File: config.mk
export PLATFORM = sky130hd
export DESIGN_NAME = agc_monitor_ctrl_flat
export DESIGN_NICKNAME = d
export VERILOG_FILES = /design/src/rtl/agc_monitor_ctrl_if.sv /design/src/rtl/agc_monitor_ctrl.sv /design/src/flat_wrapper.sv
export SDC_FILE = /design/constraint.sdc
export NUM_CORES = 1
export LEC_CHECK = 0
export ABC_AREA = 1
export CORE_AREA = 4 4 93 95
export DETAILED_ROUTE_END_ITERATION = 7
export DIE_AREA = 0 0 97 99
export GPL_ROUTABILITY_DRIVEN = 0
export MAX_ROUTING_LAYER = met4
export PLACE_DENSITY = 0.76
export SETUP_SLACK_MARGIN = 0.05
export SLEW_MARGIN = 20
export SYNTH_ARGS = -nofsm -noshare
export SYNTH_HDL_FRONTEND = slang
export SYNTH_SLANG_ARGS = --single-unit
File: constraint.sdc
create_clock -name SYS_CLK -period 1.8 [get_ports SYS_CLK]
set_input_delay 0.45 -clock SYS_CLK [delete_from_list [all_inputs] [get_ports SYS_CLK]]
set_output_delay 0.45 -clock SYS_CLK [all_outputs]
set_load 0.01 [all_outputs]
File: src/rtl/agc_monitor_ctrl_if.sv
// agc_monitor_ctrl_if: host command handshake and status of the AGC monitor sequencer.
interface agc_monitor_ctrl_if;
    logic        cmd_valid;
    logic        cmd_ready;
    logic [2:0]  cmd_op;
    logic [15:0] cmd_arg;
    logic        halted;
    logic        done;
    logic        err;
    logic [15:0] steps_left;
    modport master (output cmd_valid, cmd_op, cmd_arg, input cmd_ready, halted, done, err, steps_left);
    modport slave  (input cmd_valid, cmd_op, cmd_arg, output cmd_ready, halted, done, err, steps_left);
endinterface

File: src/rtl/agc_monitor_ctrl.sv
// agc_monitor_ctrl: command-driven sequencer for the AGC monitor-control inputs
// (halt, run, step, restart), with completion taken from MT12 and MGOJAM.
module agc_monitor_ctrl #(
    parameter int STRT_PULSE_CYC    = 64,
    parameter int RESTART_PULSE_CYC = 256,
    parameter int TIMEOUT_CYC       = 65535
) (
    input  logic              SYS_CLK,
    input  logic              SYS_RST,
    agc_monitor_ctrl_if.slave cmd,
    input  logic              MT12,
    input  logic              MGOJAM,
    output logic              MSTP,
    output logic              MSTRTP,
    output logic              STRT2,
    output logic              MNHRPT,
    output logic              OVNHRP
);
    typedef enum logic [2:0] {
        IDLE_RUN, IDLE_HALT, HALTING, STEP_PULSE, STEP_WAIT, RST_PULSE, RST_JAM, RST_CLR
    } state_t;

    localparam logic [2:0]  OP_NOP = 3'd0, OP_HALT = 3'd1, OP_RUN = 3'd2, OP_STEP = 3'd3;
    localparam logic [2:0]  OP_RESTART = 3'd4, OP_SETCFG = 3'd5;
    localparam logic [15:0] SP_LAST  = 16'(STRT_PULSE_CYC - 1);
    localparam logic [15:0] RP_LAST  = 16'(RESTART_PULSE_CYC - 1);
    localparam logic [15:0] TMO_LAST = 16'(TIMEOUT_CYC - 1);

    state_t      r_state, w_state, w_idle;
    logic        r_mt12, r_mstp, w_mstp, r_mstrtp, w_mstrtp, r_strt2, w_strt2;
    logic        r_mnhrpt, w_mnhrpt, r_ovnhrp, w_ovnhrp, r_halted, w_halted;
    logic        r_done, w_done, r_err, w_err, r_ready, r_seen, w_seen;
    logic        w_rise, w_accept, w_wait;
    logic [15:0] r_steps, w_steps, w_steps_dec, r_pcnt, w_pcnt, r_tmo, w_tmo;

    assign w_rise      = MT12 & ~r_mt12;
    assign w_accept    = cmd.cmd_valid & r_ready;
    assign w_idle      = r_mstp ? IDLE_HALT : IDLE_RUN;
    assign w_steps_dec = r_steps - 16'd1;

    always_comb begin
        w_state  = r_state;
        w_mstp   = r_mstp;
        w_mstrtp = r_mstrtp;
        w_strt2  = r_strt2;
        w_mnhrpt = r_mnhrpt;
        w_ovnhrp = r_ovnhrp;
        w_halted = r_halted;
        w_done   = 1'b0;
        w_err    = r_err;
        w_steps  = r_steps;
        w_pcnt   = r_pcnt + 16'd1;
        w_tmo    = r_tmo + 16'd1;
        w_seen   = r_seen;
        w_wait   = 1'b0;
        if (w_accept) begin
            w_err  = 1'b0;
            w_done = 1'b1;
            w_pcnt = '0;
            w_tmo  = '0;
            w_seen = 1'b0;
            case (cmd.cmd_op)
                OP_NOP: ;
                OP_HALT: if (r_state == IDLE_RUN) begin
                    w_mstp  = 1'b1;
                    w_done  = 1'b0;
                    w_state = HALTING;
                end
                OP_RUN: begin
                    w_mstp   = 1'b0;
                    w_halted = 1'b0;
                    w_state  = IDLE_RUN;
                end
                OP_STEP: if (r_state == IDLE_RUN) w_err = 1'b1;
                    else if (cmd.cmd_arg != 16'd0) begin
                        w_done   = 1'b0;
                        w_steps  = cmd.cmd_arg;
                        w_mstrtp = 1'b1;
                        w_state  = STEP_PULSE;
                    end
                OP_RESTART: begin
                    w_done  = 1'b0;
                    w_strt2 = 1'b1;
                    w_state = RST_PULSE;
                end
                OP_SETCFG: begin
                    w_mnhrpt = cmd.cmd_arg[0];
                    w_ovnhrp = cmd.cmd_arg[1];
                end
                default: w_err = 1'b1;
            endcase
        end else begin
            case (r_state)
                HALTING: if (w_rise) begin
                    w_state  = IDLE_HALT;
                    w_halted = 1'b1;
                    w_done   = 1'b1;
                end else w_wait = 1'b1;
                STEP_PULSE: begin
                    w_seen = r_seen | w_rise;
                    if (r_pcnt == SP_LAST) begin
                        w_mstrtp = 1'b0;
                        w_state  = STEP_WAIT;
                        w_tmo    = '0;
                    end
                end
                STEP_WAIT: if (r_seen | w_rise) begin
                    w_steps = w_steps_dec;
                    if (w_steps_dec != 16'd0) begin
                        w_state  = STEP_PULSE;
                        w_mstrtp = 1'b1;
                        w_pcnt   = '0;
                        w_seen   = 1'b0;
                    end else begin
                        w_state = IDLE_HALT;
                        w_done  = 1'b1;
                    end
                end else w_wait = 1'b1;
                RST_PULSE: begin
                    w_seen = r_seen | MGOJAM;
                    if (r_pcnt == RP_LAST) begin
                        w_strt2 = 1'b0;
                        w_state = RST_JAM;
                        w_tmo   = '0;
                    end
                end
                RST_JAM: if (MGOJAM | r_seen) begin
                    w_state = RST_CLR;
                    w_tmo   = '0;
                end else w_wait = 1'b1;
                RST_CLR: if (!MGOJAM) begin
                    w_state = w_idle;
                    w_done  = 1'b1;
                end else w_wait = 1'b1;
                default: ;
            endcase
            // Only reached when no event was seen this cycle, so an event always beats the timeout.
            if (w_wait && r_tmo == TMO_LAST) begin
                w_state  = w_idle;
                w_mstrtp = 1'b0;
                w_strt2  = 1'b0;
                w_err    = 1'b1;
                w_done   = 1'b1;
            end
        end
    end

    always_ff @(posedge SYS_CLK) begin
        if (SYS_RST) begin
            r_state  <= IDLE_RUN;
            r_mt12   <= 1'b0;
            r_mstp   <= 1'b0;
            r_mstrtp <= 1'b0;
            r_strt2  <= 1'b0;
            r_mnhrpt <= 1'b0;
            r_ovnhrp <= 1'b0;
            r_halted <= 1'b0;
            r_done   <= 1'b0;
            r_err    <= 1'b0;
            r_ready  <= 1'b1;
            r_seen   <= 1'b0;
            r_steps  <= '0;
            r_pcnt   <= '0;
            r_tmo    <= '0;
        end else begin
            r_state  <= w_state;
            r_mt12   <= MT12;
            r_mstp   <= w_mstp;
            r_mstrtp <= w_mstrtp;
            r_strt2  <= w_strt2;
            r_mnhrpt <= w_mnhrpt;
            r_ovnhrp <= w_ovnhrp;
            r_halted <= w_halted;
            r_done   <= w_done;
            r_err    <= w_err;
            r_ready  <= (w_state == IDLE_RUN) || (w_state == IDLE_HALT);
            r_seen   <= w_seen;
            r_steps  <= w_steps;
            r_pcnt   <= w_pcnt;
            r_tmo    <= w_tmo;
        end
    end

    assign MSTP           = r_mstp;
    assign MSTRTP         = r_mstrtp;
    assign STRT2          = r_strt2;
    assign MNHRPT         = r_mnhrpt;
    assign OVNHRP         = r_ovnhrp;
    assign cmd.cmd_ready  = r_ready;
    assign cmd.halted     = r_halted;
    assign cmd.done       = r_done;
    assign cmd.err        = r_err;
    assign cmd.steps_left = r_steps;
endmodule

File: src/flat_wrapper.sv
// flat-port wrapper written by rule: the top's interface ports become plain ports
module agc_monitor_ctrl_flat 
#(
    parameter int STRT_PULSE_CYC    = 64,
    parameter int RESTART_PULSE_CYC = 256,
    parameter int TIMEOUT_CYC       = 65535
)
  (SYS_CLK, SYS_RST, MT12, MGOJAM, MSTP, MSTRTP, STRT2, MNHRPT, OVNHRP, cmd_cmd_valid, cmd_cmd_op, cmd_cmd_arg, cmd_cmd_ready, cmd_halted, cmd_done, cmd_err, cmd_steps_left);
  agc_monitor_ctrl_if cmd_i ();
  input  logic SYS_CLK;
  input  logic SYS_RST;
  input  logic MT12;
  input  logic MGOJAM;
  output logic MSTP;
  output logic MSTRTP;
  output logic STRT2;
  output logic MNHRPT;
  output logic OVNHRP;
  input wire logic [$bits(cmd_i.cmd_valid)-1:0] cmd_cmd_valid;
  input wire logic [$bits(cmd_i.cmd_op)-1:0] cmd_cmd_op;
  input wire logic [$bits(cmd_i.cmd_arg)-1:0] cmd_cmd_arg;
  output wire logic [$bits(cmd_i.cmd_ready)-1:0] cmd_cmd_ready;
  output wire logic [$bits(cmd_i.halted)-1:0] cmd_halted;
  output wire logic [$bits(cmd_i.done)-1:0] cmd_done;
  output wire logic [$bits(cmd_i.err)-1:0] cmd_err;
  output wire logic [$bits(cmd_i.steps_left)-1:0] cmd_steps_left;
  assign cmd_i.cmd_valid = cmd_cmd_valid;
  assign cmd_i.cmd_op = cmd_cmd_op;
  assign cmd_i.cmd_arg = cmd_cmd_arg;
  assign cmd_cmd_ready = cmd_i.cmd_ready;
  assign cmd_halted = cmd_i.halted;
  assign cmd_done = cmd_i.done;
  assign cmd_err = cmd_i.err;
  assign cmd_steps_left = cmd_i.steps_left;
  agc_monitor_ctrl #(.STRT_PULSE_CYC(STRT_PULSE_CYC), .RESTART_PULSE_CYC(RESTART_PULSE_CYC), .TIMEOUT_CYC(TIMEOUT_CYC)) u_core (.SYS_CLK(SYS_CLK), .SYS_RST(SYS_RST), .cmd(cmd_i), .MT12(MT12), .MGOJAM(MGOJAM), .MSTP(MSTP), .MSTRTP(MSTRTP), .STRT2(STRT2), .MNHRPT(MNHRPT), .OVNHRP(OVNHRP));
endmodule
==> qor.yml, run 1 <==
run_status:
  status: "finished with violations"
  failed_checks: "negative setup slack"
yosys:
  yosys_register_bits: 62
  synthesis.nets: 574
  syn_avg_cell_area_um2: 6.55
  synth_warnings: 0
  ys_seq_area_frac: 0.348
  postSynthCellCount: 545
  synth_top_cell_by_area: "dfxtp_1"
  post-synth-top-area-fraction: 0.348
  synth_cell_types: 37
  synth_edf_count: 0
  syn_area_mm2: 0.00357
  synthFlopType: "dfxtp_1"
  yosys-top-cells-area: "dfxtp_1 35%, nand2_1 12%, nor2_1 9.6%"
  synthArstFlopShare: 0
critical_path:
  worst_path_max_delay_cell: "dfxtp_4"
  crit_family: "simple AND/OR/NAND/NOR gates"
  crit_buf_inv: 2
  cp-end-kind: "flop"
  startpoint_type: "flop"
  crit_type: "flop to flop"
  worstPathRequired_ps: 2040
  critPathMaxFanout: 4
  r2r_cells: 15
  path_depth: 15
  max_stage_delay_ps: 360
  crit_arrival_ps: 2250
  crit_chain: "inv_4, ha_4, nand2_1, nand2_1, o21ai_0, inv_1, nand2_1, nor2_1, nand2_1, nor2_4, nand3_2, nand2_1, nand2_1, a21oi_1, nor2_1"
  critical_path.most_common_cell: "nand2_1"
layout:
  multi_input_area_mm2: 0.00225
  fin_util: 0.701
  drive_gt1_frac: 0.302
  final_common_cell: "nand2_1"
  final_cell_count_no_fill: 793
  final_cell_mix: "103 x nand2_1, 87 x buf_4, 77 x nor2_1, 61 x inv_1, 45 x dfxtp_1"
  final_nets: 715
  n_fill_cell: 582
  diodes: 0
  area_growth_pct: 51.6
  seqCellArea_mm2: 0.00127
power:
  total_leakage_power_nw: 2.49
  vdd_drop_max_v: 0.000504
  powerDensity_mw_per_mm2: 766
  power_mw: 4.15
flow_run:
  maxCapViolCount: 0
grt:
  grt_pass1_vias: 3914
  antenna_found_initial: 0
  grt_use_total: 0.219
  grt_max_degree: 22
  grt_pass1_wl_um: 17300
  overflow: 0
floorplanning:
  initial_core_util: 0.462
  die_w_um: 97
  io_pins: 49
  die_area_mm2: 0.00960
  die_h_um: 99
  core-area_mm2: 0.00773
  rows: 32
sta:
  final-setup-viol-count: 22
  slew_headroom: 0.800
  hold_viol_final: 0
  fin_skew_ps: 9.19
  fin_crit_sh: 1.12
  period_minus_slack_ps: 2020
  rsz0062_at_grt: "true"
  worst_pin_slew_ps: 298
  timing.fmax_mhz: 496
  slew_violations: 0
  setup_slack_ps: -218
  whs_ps: 372
clock_tree:
  clk_path_buf_depth: 2
  clk_pin_slew_ps: 70
  cts.sinks: 62
  cts_tree: "done"
  cts_inserted_buffers: 9
  holdBufCountCts: 0
  cts-root-buf: "clkbuf_8"
  insertion_delay_ps: 350
  htree_levels: 3
detailed_routing:
  wl_um: 11100
  ant_nets: 0
  route.vias.total: 4170
  drt_iter0_markers: 244
  post-route-drc-count: 0
  routedWlPerCell_um: 13.9
  firstDrtPassIters: 5
  viasPerCell: 5.26
hold_path:
  hold_depth: 3
  hold_class: "input port to flop"
placed_design:
  dp_hpwl_um: 7480
  portBuffers: 48
  placedCellCount: 766
==> routing by layer <==
metal  track usage  vias to the layer above  wire length [um]
met4        0.0745                        0               234
met1         0.267                     1933              4660
met5             -                        -                 0
li1              -                     2048                 -
met3        0.0460                       26               695
met2         0.363                      163              5470
==> flip-flops by register name, summed over array words and instances, names as in the netlist <==
name / cells
u_core.cmd.steps_left: 16
u_core.r_tmo: 16
u_core.STRT2: 1
u_core.r_seen: 1
u_core.OVNHRP: 1
u_core.cmd.halted: 1
u_core.r_pcnt: 16
u_core.cmd.err: 1
u_core.MSTP: 1
u_core.cmd.cmd_ready: 1
u_core.cmd.done: 1
u_core.MNHRPT: 1
u_core.MSTRTP: 1
u_core.r_state: 3
u_core.r_mt12: 1
==> what timing repair did <==
action / in CTS / in global routing
gates resized for setup: 50 / 77
buffers inserted: 3 / 7
pin swaps: 24 / 28
cloned: 0 / 1
endpoints found under the setup margin: 55 / 59
==> worst paths after layout <==
| check | from | slack [ps] | endpoint |
|---|---|---|---|
| min reg2reg | u_core.r_pcnt[0]$_SDFF_PP0_ | 420 | u_core.r_pcnt[0]$_SDFF_PP0_ |
| max reg2reg | u_core.cmd.steps_left[1]$_SDFFE_PP0P_ | -220 | u_core.MSTRTP$_SDFFE_PP0P_ |
| max | u_core.cmd.steps_left[1]$_SDFFE_PP0P_ | -220 | u_core.MSTRTP$_SDFFE_PP0P_ |
| min | MT12 | 370 | u_core.r_mt12$_SDFF_PP0_ |
==> synth_stat cells, types with 2 or more instances <==
| library cell | n |
|---|---|
| xor2_1 | 14 |
| a21oi_1 | 26 |
| nor3b_1 | 2 |
| nor3b_2 | 4 |
| xnor2_1 | 6 |
| inv_2 | 4 |
| nand2_1 | 115 |
| buf_2 | 3 |
| clkbuf_1 | 6 |
| ha_1 | 5 |
| nor2_1 | 91 |
| nand4_1 | 6 |
| a211oi_1 | 5 |
| nor3_1 | 10 |
| nor2_2 | 7 |
| a31oi_1 | 12 |
| nor2_4 | 4 |
| nand2_2 | 6 |
| nand3_1 | 42 |
| o2111ai_1 | 3 |
| or2_2 | 2 |
| o21ai_0 | 28 |
| inv_1 | 69 |
| dfxtp_1 | 62 |
==> through the flow <==
step | setup slack (ps) | instance area [um2] | TNS, ps
after CTS | -106 | 5110 | -757
after global routing | -327 | 5410 | -4160
after global placement | -309 | 4800 | -7570
after floorplan | 50.5 | 3590 | 0
after detailed placement | -388 | 4800 | -9170
final | -218 | 5410 | -2120
==> layout make-up <==
type                       count  area share
clock inverter                 4      0.0176
clock buffer                  12      0.0250
tap                          102      0.0236
sequential                    62       0.235
inverter                      74      0.0522
multi-input combinational    398       0.415
timing repair buffer         141       0.231
==> where the power goes <==
part,internal [mW],leakage (nW),switching (mW)
registers,1.44,0.513,0.0713
logic,0.547,1.86,0.622
clock network,0.920,0.115,0.551
==> worst min-delay path, stage by stage <==
cell	delay [ps]
dlymetal6s2s_1	140
inv_1	50
nor2_1	30
==> logic make-up after synthesis <==
kind of cell | Yosys count | share of synthesized area
AND/OR/NAND/NOR | 292 | 0.364
buffers and inverters | 85 | 0.0925
AO/OA/AOI/OAI | 81 | 0.129
XOR/XNOR | 20 | 0.0491
flip-flops | 62 | 0.348
adder cells (fa/ha/maj) | 5 | 0.0175
Power figures use the tool's default switching activity.
==> inputs of run 2 (changes only) <==
--- a/config.mk
+++ b/config.mk
@@ -6,14 +6,14 @@
 export NUM_CORES = 1
 export LEC_CHECK = 0
 export ABC_AREA = 1
-export CORE_AREA = 4 4 93 95
+export CORE_AREA = 4 4 107 109
 export DETAILED_ROUTE_END_ITERATION = 7
-export DIE_AREA = 0 0 97 99
+export DIE_AREA = 0 0 111 113
 export GPL_ROUTABILITY_DRIVEN = 0
 export MAX_ROUTING_LAYER = met4
-export PLACE_DENSITY = 0.76
+export PLACE_DENSITY = 0.61
 export SETUP_SLACK_MARGIN = 0.05
-export SLEW_MARGIN = 20
+export SLEW_MARGIN = 15
 export SYNTH_ARGS = -nofsm -noshare
 export SYNTH_HDL_FRONTEND = slang
 export SYNTH_SLANG_ARGS = --single-unit
==> qor.yml, run 2 (synthesis gave the netlist of run 1 again) <==
critical_path:
  cp-end-kind: "flop"
  crit_arrival_ps: 2270  # +20 ps
  r2r_slack_ps: -200  # about the same
  critPathMaxFanout: 4  # unchanged
  crit_type: "flop to flop"
  worstPathRequired_ps: 2070  # +30 ps
  startpoint_type: "flop"
power:
  total_leakage_power_nw: 2.67  # +7.4%
  powerDensity_mw_per_mm2: 689  # -10%
  power_mw: 3.89  # -6.2%
  vdd_drop_max_v: 0.000381  # -24%
clock_tree:
  htree_levels: 3  # unchanged
  clk_pin_slew_ps: 70  # about the same
  cts_inserted_buffers: 9  # unchanged
  insertion_delay_ps: 340  # about the same
  clk_path_buf_depth: 2  # unchanged
  holdBufCountCts: 0  # unchanged
  cts_tree: "done"
  cts-root-buf: "clkbuf_8"
  cts.sinks: 62  # unchanged
grt:
  grt_use_total: 0.169  # -0.0506
  grt_pass1_wl_um: 17300  # +0.44%
  grt_pass1_vias: 3885  # -0.74%
  antenna_found_initial: 0  # unchanged
  overflow: 0  # unchanged
  grt_max_degree: 22  # unchanged
floorplanning:
  core-area_mm2: 0.0106  # +37%
  die_area_mm2: 0.0125  # +31%
  initial_core_util: 0.337  # -0.125
  die_h_um: 113  # +14%
  die_w_um: 111  # +14%
  rows: 38  # +19%
  io_pins: 49  # unchanged
sta:
  final-setup-viol-count: 21  # -4.5%
  fin_crit_sh: 1.11  # -0.00817
  period_minus_slack_ps: 2000  # -14.7 ps
  worst_pin_slew_ps: 342  # +44.7 ps
  hold_viol_final: 0  # unchanged
  timing.fmax_mhz: 499  # +0.73%
  setup_slack_ps: -203  # +14.7 ps
  setup_tns_ps: -2680  # -556 ps
  rsz0062_at_grt: "true"
  slew_headroom: 0.771  # -0.0286
  fin_skew_ps: 8.04  # -1.15 ps
  slew_violations: 0  # unchanged
layout:
  final_nets: 733  # +2.5%
  final_common_cell: "buf_4"
  diodes: 0  # unchanged
  fin_area_mm2: 0.00564  # +4.2%
  drive_gt1_frac: 0.347  # +0.0450
  area_growth_pct: 58.0
  fin_util: 0.532  # -0.168
  n_fill_cell: 1013  # +74%
  final_cell_mix: "104 x buf_4, 97 x nand2_1, 72 x nor2_1, 60 x inv_1, 42 x dfxtp_1"
detailed_routing:
  drt_iter0_markers: 137  # -44%
  ant_nets: 0  # unchanged
  firstDrtPassIters: 5  # unchanged
  routedWlPerCell_um: 12.6  # -9.4%
  wl_um: 10700  # -3.1%
  viasPerCell: 4.79  # -9.0%
  post-route-drc-count: 0  # unchanged
  route.vias.total: 4060  # -2.6%
hold_path:
  hold_class: "input port to flop"
placed_design:
  dp_hpwl_um: 7730  # +3.3%
  placed_area_mm2: 0.00496  # +3.4%
  portBuffers: 48  # unchanged
run_status:
  status: "finished with violations"
  failed_checks: "negative setup slack"
flow_run:
  maxCapViolCount: 0  # unchanged
-- run 2: cell types whose count changed in the layout (fill, tap and decap cells not counted), sizes merged --
cell	delta
clkbuf	+1
bufinv	-3
dlymetal6s2s	+10
dlygate4sd2	-7
clkinvlp	+2
buf	+17
clkdlybuf4s50	-3
-- run 2: worst max-delay path: stages (launching register included) --
cell,delay [ps]
dfxtp_2,370
inv_2,60
ha_4,180
xnor2_2,160
nand2_1,70
nor2_1,130
nand2_1,110
nor2_2,120
nand2_2,80
nor2_4,160
nand2_4,80
nand2_4,110
nand2_2,60
nand2_2,60
nand2_2,60
a21oi_2,130
-- run 2: where the power goes --
| part | total (mW) | internal [mW] | switching [mW] |
|---|---|---|---|
| Sequential | 1.51 | 1.44 | 0.0659 |
| Clock | 1.12 | 0.566 | 0.559 |
| Combinational | 1.26 | 0.612 | 0.647 |
-- run 2: final cells by class --
cell class                 instances  area (um2)  area share
multi-input combinational        398        2310       0.410
timing repair buffer             159        1430       0.253
sequential                        62        1270       0.226
inverter                          74         280      0.0497
tap                              140         175      0.0310
clock buffer                      12         155      0.0275
clock inverter                     3        20.0     0.00355
-- run 2: per-layer routing --
| layer | global-route usage | part of all wire | vias up |
|---|---|---|---|
| met5 | - | 0 | - |
| met1 | 0.207 | 0.45 | 1890 |
| li1 | - | - | 2084 |
| met2 | 0.287 | 0.50 | 68 |
| met3 | 0.0353 | 0.034 | 18 |
| met4 | 0.0394 | 0.016 | 0 |
-- run 2: path summary, 6_finish.rpt --
path              depth (start not counted)                                   from                              end
setup / recovery                         15  u_core.cmd.steps_left[1]$_SDFFE_PP0P_  u_core.cmd.cmd_ready$_SDFF_PP1_
setup reg to reg                         15  u_core.cmd.steps_left[1]$_SDFFE_PP0P_  u_core.cmd.cmd_ready$_SDFF_PP1_
hold / removal                            3                                   MT12         u_core.r_mt12$_SDFF_PP0_
hold reg to reg                           1            u_core.r_pcnt[0]$_SDFF_PP0_      u_core.r_pcnt[0]$_SDFF_PP0_
-- run 2: timing repair --
| item | in CTS | in global routing |
|---|---|---|
| buffers inserted | 4 | 8 |
| pin swaps | 18 | 23 |
| gates cloned | 0 | 2 |
| endpoints found under the hold margin | 0 | 0 |
| gates resized for setup | 49 | 105 |
| setup endpoints to repair | 54 | 61 |
-- run 2: stage by stage --
step / instances / setup slack, ps / hold WS (ps)
after global placement: 821 / -319 / 432
after floorplan: 545 / 50.5 / 417
after global routing: 848 / -331 / 393
after CTS: 840 / -148 / 454
final: 848 / -203 / 375
after detailed placement: 821 / -393 / 435
==> inputs of run 3 (changes only) <==
--- a/config.mk
+++ b/config.mk
@@ -13,7 +13,6 @@
 export MAX_ROUTING_LAYER = met4
 export PLACE_DENSITY = 0.61
 export SETUP_SLACK_MARGIN = 0.05
-export SLEW_MARGIN = 15
 export SYNTH_ARGS = -nofsm -noshare
 export SYNTH_HDL_FRONTEND = slang
 export SYNTH_SLANG_ARGS = --single-unit
==> results of run 3 <==
The final DEF is identical to that of run 2; final timing and power are the same.
